--- config.mk ---
export PLATFORM = sky130hd
export DESIGN_NAME = loteria_multi_flat
export DESIGN_NICKNAME = d
export VERILOG_FILES = /design/src/rtl/loteria_multi_if.sv /design/src/rtl/loteria_multi.sv /design/src/flat_wrapper.sv
export SDC_FILE = /design/constraint.sdc
export NUM_CORES = 1
export LEC_CHECK = 0
export ABC_AREA = 1
export BUFFER_PORTS_ARGS = -buffer_cell sky130_fd_sc_hd__buf_2
export CAP_MARGIN = 0
export CORE_MARGIN = 2
export CORE_UTILIZATION = 55
export DETAILED_ROUTE_END_ITERATION = 12
export PLACE_DENSITY = 0.79
export SLEW_MARGIN = 25
export SYNTH_ARGS = -nofsm -noshare
export SYNTH_HDL_FRONTEND = slang
export SYNTH_SLANG_ARGS = --single-unit
--- constraint.sdc ---
create_clock -name clock -period 2.69 [get_ports clock]
set_input_delay 0.538 -clock clock [delete_from_list [all_inputs] [get_ports clock]]
set_output_delay 0.538 -clock clock [all_outputs]
set_load 0.01 [all_outputs]
--- src/rtl/loteria_multi_if.sv ---
// loteria_multi_if: ticket entry strobes, drawn number and prize outputs of the lottery checker
interface loteria_multi_if #(
  parameter int N_DIGITS = 5,
  parameter int DIGIT_W  = 4,
  parameter int COUNT_W  = 5
);
  logic [N_DIGITS*DIGIT_W-1:0] sorteio;
  logic                        novo_jogo;
  logic [DIGIT_W-1:0]          numero;
  logic                        insere;
  logic                        fim_jogo;
  logic                        fim;
  logic [1:0]                  premio;
  logic                        premio_ok;
  logic                        ocupado;
  logic [COUNT_W-1:0]          p1;
  logic [COUNT_W-1:0]          p2;
  logic [COUNT_W-1:0]          p3;
  modport master (
    output sorteio, novo_jogo, numero, insere, fim_jogo, fim,
    input  premio, premio_ok, ocupado, p1, p2, p3
  );
  modport slave (
    input  sorteio, novo_jogo, numero, insere, fim_jogo, fim,
    output premio, premio_ok, ocupado, p1, p2, p3
  );
endinterface

--- src/rtl/loteria_multi.sv ---
// loteria_multi: grades an N-digit lottery ticket against a latched draw and keeps saturating prize tallies
module loteria_multi #(
  parameter int N_DIGITS = 5,
  parameter int DIGIT_W  = 4,
  parameter int COUNT_W  = 5,
  parameter int P2_RUN   = 3,
  parameter int P3_HITS  = 2
) (
  input logic            clock,
  input logic            reset,
  loteria_multi_if.slave bus
);
  localparam int HW = $clog2(N_DIGITS + 1);
  localparam int IW = $clog2(N_DIGITS);
  typedef enum logic [1:0] {IDLE, PLAY, FULL, GRADE} state_t;
  state_t                      st, nxt;
  logic [N_DIGITS*DIGIT_W-1:0] draw;
  logic [DIGIT_W-1:0]          dig [N_DIGITS];
  logic [IW-1:0]               idx;
  logic [HW-1:0]               hits, cur_run, max_run, run_inc;
  logic [1:0]                  grade;
  logic                        open, take, hit;
  for (genvar i = 0; i < N_DIGITS; i++) begin : g_dig
    assign dig[i] = draw[(N_DIGITS-1-i)*DIGIT_W +: DIGIT_W];
  end
  assign open        = (st == PLAY) || (st == FULL);
  assign take        = bus.insere && (st == PLAY) && !bus.fim_jogo;
  assign hit         = bus.numero == dig[idx];
  assign run_inc     = cur_run + 1'b1;
  assign bus.ocupado = open;
  assign grade = (hits == HW'(N_DIGITS)) ? 2'd1 :
                 (max_run >= HW'(P2_RUN)) ? 2'd2 :
                 (hits >= HW'(P3_HITS))   ? 2'd3 : 2'd0;
  always_comb begin
    nxt = bus.fim                                ? IDLE  :
          bus.novo_jogo                          ? PLAY  :
          (bus.fim_jogo && open)                 ? GRADE :
          (st == GRADE)                          ? IDLE  :
          (take && idx == IW'(N_DIGITS - 1))     ? FULL  : st;
  end
  always_ff @(posedge clock) begin
    if (reset) st <= IDLE;
    else       st <= nxt;
  end
  // fim and reset clear the session; novo_jogo only restarts the ticket and keeps tallies
  always_ff @(posedge clock) begin
    if (reset) begin
      draw          <= '0;
      idx           <= '0;
      hits          <= '0;
      cur_run       <= '0;
      max_run       <= '0;
      bus.premio    <= 2'd0;
      bus.premio_ok <= 1'b0;
      bus.p1        <= '0;
      bus.p2        <= '0;
      bus.p3        <= '0;
    end else begin
      bus.premio_ok <= 1'b0;
      if (bus.fim) begin
        idx        <= '0;
        hits       <= '0;
        cur_run    <= '0;
        max_run    <= '0;
        bus.premio <= 2'd0;
        bus.p1     <= '0;
        bus.p2     <= '0;
        bus.p3     <= '0;
      end else if (bus.novo_jogo) begin
        draw       <= bus.sorteio;
        idx        <= '0;
        hits       <= '0;
        cur_run    <= '0;
        max_run    <= '0;
        bus.premio <= 2'd0;
      end else if (st == GRADE) begin
        bus.premio    <= grade;
        bus.premio_ok <= 1'b1;
        bus.p1        <= bus.p1 + COUNT_W'(grade == 2'd1 && !(&bus.p1));
        bus.p2        <= bus.p2 + COUNT_W'(grade == 2'd2 && !(&bus.p2));
        bus.p3        <= bus.p3 + COUNT_W'(grade == 2'd3 && !(&bus.p3));
      end else if (take) begin
        idx     <= idx + 1'b1;
        hits    <= hit ? hits + 1'b1 : hits;
        cur_run <= hit ? run_inc : '0;
        max_run <= (hit && run_inc > max_run) ? run_inc : max_run;
      end
    end
  end
endmodule

--- src/flat_wrapper.sv ---
// flat-port wrapper written by rule: the top's interface ports become plain ports
module loteria_multi_flat 
#(
  parameter int N_DIGITS = 5,
  parameter int DIGIT_W  = 4,
  parameter int COUNT_W  = 5,
  parameter int P2_RUN   = 3,
  parameter int P3_HITS  = 2
)
  (clock, reset, bus_sorteio, bus_novo_jogo, bus_numero, bus_insere, bus_fim_jogo, bus_fim, bus_premio, bus_premio_ok, bus_ocupado, bus_p1, bus_p2, bus_p3);
  loteria_multi_if #(.N_DIGITS(N_DIGITS), .DIGIT_W(DIGIT_W), .COUNT_W(COUNT_W)) bus_i ();
  input logic clock;
  input logic reset;
  input wire logic [$bits(bus_i.sorteio)-1:0] bus_sorteio;
  input wire logic [$bits(bus_i.novo_jogo)-1:0] bus_novo_jogo;
  input wire logic [$bits(bus_i.numero)-1:0] bus_numero;
  input wire logic [$bits(bus_i.insere)-1:0] bus_insere;
  input wire logic [$bits(bus_i.fim_jogo)-1:0] bus_fim_jogo;
  input wire logic [$bits(bus_i.fim)-1:0] bus_fim;
  output wire logic [$bits(bus_i.premio)-1:0] bus_premio;
  output wire logic [$bits(bus_i.premio_ok)-1:0] bus_premio_ok;
  output wire logic [$bits(bus_i.ocupado)-1:0] bus_ocupado;
  output wire logic [$bits(bus_i.p1)-1:0] bus_p1;
  output wire logic [$bits(bus_i.p2)-1:0] bus_p2;
  output wire logic [$bits(bus_i.p3)-1:0] bus_p3;
  assign bus_i.sorteio = bus_sorteio;
  assign bus_i.novo_jogo = bus_novo_jogo;
  assign bus_i.numero = bus_numero;
  assign bus_i.insere = bus_insere;
  assign bus_i.fim_jogo = bus_fim_jogo;
  assign bus_i.fim = bus_fim;
  assign bus_premio = bus_i.premio;
  assign bus_premio_ok = bus_i.premio_ok;
  assign bus_ocupado = bus_i.ocupado;
  assign bus_p1 = bus_i.p1;
  assign bus_p2 = bus_i.p2;
  assign bus_p3 = bus_i.p3;
  loteria_multi #(.N_DIGITS(N_DIGITS), .DIGIT_W(DIGIT_W), .COUNT_W(COUNT_W), .P2_RUN(P2_RUN), .P3_HITS(P3_HITS)) u_core (.clock(clock), .reset(reset), .bus(bus_i));
endmodule
# Word-level counts from Yosys, hierarchy flattened
# Index checks and enable logic that the tools add are counted.
classes:
  n_reduce_logical: 25
  n_addsub: 6
  magnitude_cmp: 4
  muxes: 12
  n_bitwise: 4
  n_eq_ne: 9
op_table:
  columns: ["op", "n"]
  rows:
  - ["$add A5 B1 Y5", 3]
  - ["$reduce_and A5 Y1", 3]
  - ["$bmux W4 S3", 1]
  - ["$mux W2", 6]
  - ["$add A3 B1 Y3 const B", 3]
  - ["$eq A2 B2 Y1 const B", 4]
  - ["$logic_and A1 B1 Y1", 8]
  - ["$mux W4", 2]
  - ["$eq A3 B3 Y1 const B", 2]
  - ["$ge A3 B2 Y1 const B", 2]
  - ["$reduce_and A2 Y1", 3]
  - ["$reduce_and A3 Y1", 2]
  - ["$eq A2 B1 Y1 const B", 2]
  - ["$eq A4 B4 Y1", 1]
  - ["$ge A4 B4 Y1 const B", 1]
  - ["$logic_not A1 Y1", 4]
  - ["$not A3 Y4", 1]
  - ["$reduce_bool A4 Y1", 1]
  - ["$gt A3 B3 Y1", 1]
  - ["$mux W3", 1]
  - ["$not A1 Y1", 3]
  - ["$reduce_bool A3 Y1", 1]
  - ["$reduce_or A3 Y1", 1]
  - ["$mux W1", 2]
  - ["2 further kinds", 2]
word_totals:
  wordCells: 72
  reg_bits: 52
  input_bits: 30
  out_inout_bits: 19

# Depth between registers and ports, before layout
depth:
  depth_word: 8
  depth_mapped: 15
  mapped_depth_nobuf: 14

# Worst setup path before layout
# No wires, ideal clock.
synth_path:
  path_kind: "reg2reg"
  startpoint: "register u_core.hits[0]"
  endpoint: "register u_core.bus.p2[4]"
  arrival_ns: 1.823
  path_slack_ns: 0.749
  required_ns: 2.573
  path_stages_with_launch: 15
  setup_time_ns: 0.117
  path_buffers: 0
  period_less_slack_ns: 1.941
  cell_sequence: "dfxtp_1 > inv_1 > ha_1 > nor3_1 > inv_1 > nand2_1 > o21ai_0 > nor2_1 > ha_1 > ha_1 > inv_1 > nor3_1 > nand2_1 > o21ai_1 > a21oi_1"
synth_between:
  elab_chain_cells: 7
  word_cells_on_any_way: 8
  classes_between: "1 x add/sub; 1 x order compare; 2 x eq/ne; 3 x mux; 1 x reduce/logical"
synth_rtl:
  columns: ["item", "line_no", "rtl"]
  rows:
  - ["start, declared", "loteria_multi.sv:20", "logic [HW-1:0] hits, cur_run, max_run, run_inc;"]
  - ["start signal, assigned", "loteria_multi.sv:84", "hits <= hit ? hits + 1'b1 : hits;"]
  - ["$ge A3 B2 Y1", "loteria_multi.sv:33", "(hits >= HW'(P3_HITS)) ? 2'd3 : 2'd0;"]
  - ["$mux W2", "loteria_multi.sv:33", null]
  - ["$mux W2", "loteria_multi.sv:32", "(max_run >= HW'(P2_RUN)) ? 2'd2 :"]
  - ["$mux W2 *", "loteria_multi.sv:31", "assign grade = (hits == HW'(N_DIGITS)) ? 2'd1 :"]
  - ["$eq A2 B2 Y1 *", "loteria_multi.sv:80", "bus.p2 <= bus.p2 + COUNT_W'(grade == 2'd2 && !(&bus.p2));"]
  - ["$logic_and A1 B1 Y1 *", "loteria_multi.sv:80", null]
  - ["$add A5 B1 Y5 *", "loteria_multi.sv:80", null]
  - ["end signal, assigned", "loteria_multi.sv:80", null]
  - ["end, declared", "loteria_multi_if.sv:25", "output premio, premio_ok, ocupado, p1, p2, p3"]
# Every way passes the cells marked *; elsewhere a longest branch is shown, timed or not.
# A chain may end at the register's enable or synchronous reset.

# Worst setup path after layout
# Ends and elaborated chain as after synthesis.

==> out/results.ini <==
[sta]
finalClockSkew_ns = 0.00651
rsz0062_at_grt = false
finalCritPeriodShare = 0.832
worst_hold_slack_ns = 0.465
fin_crit_ns = 2.24
hold_violations = 0
setup_violations = 0
fmax_ghz = 0.447
final.setup.tns_ns = 0
slew_headroom = 0.553
slew_violations = 0
fin_ws_ns = 0.452
worstMarginPinSlew_ns = 0.668

[logic_synthesis]
syn-cell-area_um2 = 2610
syn_nets = 409
ys_types = 25
synth.ff_latch_count = 52
avgSynthCellArea_um2 = 7.22
synth_warnings = 0
synth_cells = 361
yosysSeqAreaShare = 0.399

[critical_path]
r2r_end = u_core.bus.p2[4]
ff2ff_setup_slack_ns = 0.45
critPathCaptureType = flop
startpoint_type = flop
reg2regPathDepth = 14
arrival_ns = 2.44
crit_type = reg -> reg
critPathRequiredTime_ns = 2.90
r2r_start = u_core.hits[0]
crit_path_max_fanout = 4

[route]
ant_nets = 0
viasPerCell = 5.19
drt_iter0_markers = 120
drc = 0
routedWlPerCell_um = 11.7
num_vias = 2406
finalWirelength_mm = 5.43
firstDrtPassIters = 4

[floorplan]
core_um2 = 4660
die_h_um = 72.9
row_count = 25
die-area_um2 = 5310
ios = 49
start_util = 0.559
die_w_um = 72.9

[min_path]
hp-start = u_core.dig[1]
hold_depth = 2
whs_endpoint = u_core.dig[1]
hp-class = reg -> reg

[cells_and_area]
diodes = 0
fin_nets = 457
area_growth_pct = 14.2
fillers = 453
drive_gt1_frac = 0.176

[power]
ir_drop_mv = 0.346
p_sw_frac = 0.240
clock_power_share = 0.336
seqPwrFrac = 0.583
total_power_mw = 1.36
internal_power_mw = 1.04
powerDensity_nw_per_um2 = 457
power_leakage_nw = 1.35
comb_power_share = 0.081
switchingPower_mw = 0.327

[global_route]
grt_pass1_vias = 2232
gr-total-overflow = 0
grt_first_pass_wirelength_mm = 9.36
grt_usage = 0.222
grt_start_max_net_pins = 25
antenna_found_initial = 0

[clock_network]
cts_made_buffers = 5
htreeDepth = 2
clock-sinks = 52
clk_latency_ns = 0.31
cts_hold_buf = 0
clk_pin_slew_ns = 0.09
cts_setup_buffers = 0
cts_root_buf = clkbuf_8
cts_buffer_depth = 2
cts_tree = yes
post_cts_resized = 0

[placed_design]
pre_cts_ws_ns = 0.469
dp_hpwl_mm = 4.07
io_buffers = 48
finalWeightedCongestion = 0.786

[outcome]
outcome = completed

[job]
drv_cap = 0

==> synthesized netlist by cell type (all sizes together) <==
library cell  count  area [um^2]
buf               2         22.5
nand2            90          350
inv              44          165
nor3b             1         7.51
a211oi            5         37.5
nor3              7         35.0
xor2              3         26.3
nor2             38          169
a21oi            34          170
clkbuf            8         30.0
xnor2             1         8.76
nand3            29          163
o21ai            20          100
ha               18          225
nand4             7         43.8
a31oi             2         12.5
dfxtp            52         1040
==> cell usage in the layout (no fill, tap or decap), types with 6 or more instances in the layout <==
master / instances
a21oi_1: 34
nand2_1: 85
inv_1: 41
nand3_1: 27
ha_1: 18
nor2_1: 35
buf_2: 48
clkbuf_8: 6
nor3_1: 7
o21ai_0: 17
dfxtp_1: 52
nand4_1: 7
==> sequential cells by signal, summed over array words and instances, names as in the netlist, 3 cells and up <==
name / cells
u_core.bus.p1: 5
u_core.hits: 3
u_core.cur_run: 3
u_core.bus.p2: 5
u_core.bus.p3: 5
u_core.idx: 3
u_core.max_run: 3
u_core.dig: 20
==> area by class of cell <==
class / count / area, um^2 / area share
clock buffer: 6 / 82.6 / 0.0277
clock inverter: 2 / 10.0 / 0.00336
inverter: 44 / 165 / 0.0555
multi-input combinational: 255 / 1350 / 0.453
sequential: 52 / 1040 / 0.350
tap: 54 / 67.6 / 0.0227
timing repair buffer: 51 / 263 / 0.0882
==> worst max path at each step <==
stage                        to            from  slack, ns  depth (start not counted)
6_report       u_core.bus.p2[4]  u_core.hits[0]       0.45                         14
5_1_grt        u_core.bus.p2[4]  u_core.hits[0]       0.14                         14
4_1_cts        u_core.bus.p2[4]  u_core.hits[0]       0.44                         14
3_5_place_dp   u_core.bus.p2[4]  u_core.hits[0]       0.47                         14
3_3_place_gp   u_core.bus.p2[4]  u_core.hits[0]       0.61                         14
2_1_floorplan  u_core.bus.p2[4]  u_core.hits[0]       0.75                         14
==> per-layer routing <==
layer | up-vias | share of wire | GRT usage
met5 | - | 0 | 0
met4 | 0 | 0.012 | 0.0658
met3 | 6 | 0.052 | 0.0428
met2 | 51 | 0.46 | 0.374
met1 | 1081 | 0.48 | 0.289
li1 | 1268 | - | -
==> through the flow <==
step	utilization	cell area [um^2]	std cells
CTS	0.639	2980	464
global route	0.639	2980	464
floorplan	-	2610	361
global placement	0.619	2890	456
detailed placement	0.619	2890	456
finish	0.639	2980	464
==> cells by family (layout without fill, tap and decap cells) <==
logic type      Yosys count  after routing  share of synthesized area
compound gates           61             61                      0.123
xor+xnor                  4              4                     0.0134
fa+ha+maj                18             18                     0.0864
buf+inv                  54            103                     0.0835
flops                    52             52                      0.399
simple gates            172            172                      0.295
==> critical path: stages (launching register included) <==
cell     delay, ns
dfxtp_1       0.39
inv_1         0.09
ha_1          0.21
nor3_1        0.19
inv_1         0.07
nand2_1       0.12
o21ai_0       0.09
nor2_1        0.11
ha_1          0.17
ha_1          0.15
inv_1         0.05
nor3_1        0.22
nand2_1       0.10
o21ai_1       0.13
a21oi_1       0.05
==> power groups by stage <==
stage / clock, mW / sequential (mW) / combinational [mW]
after floorplan: 0 / 0.809 / 0.0726
after global placement: 0 / 0.811 / 0.109
after detailed placement: 0 / 0.811 / 0.112
after CTS: 0.463 / 0.794 / 0.112
after global routing: 0.488 / 0.796 / 0.127
final: 0.458 / 0.794 / 0.110
Power figures use the tool's default switching activity.
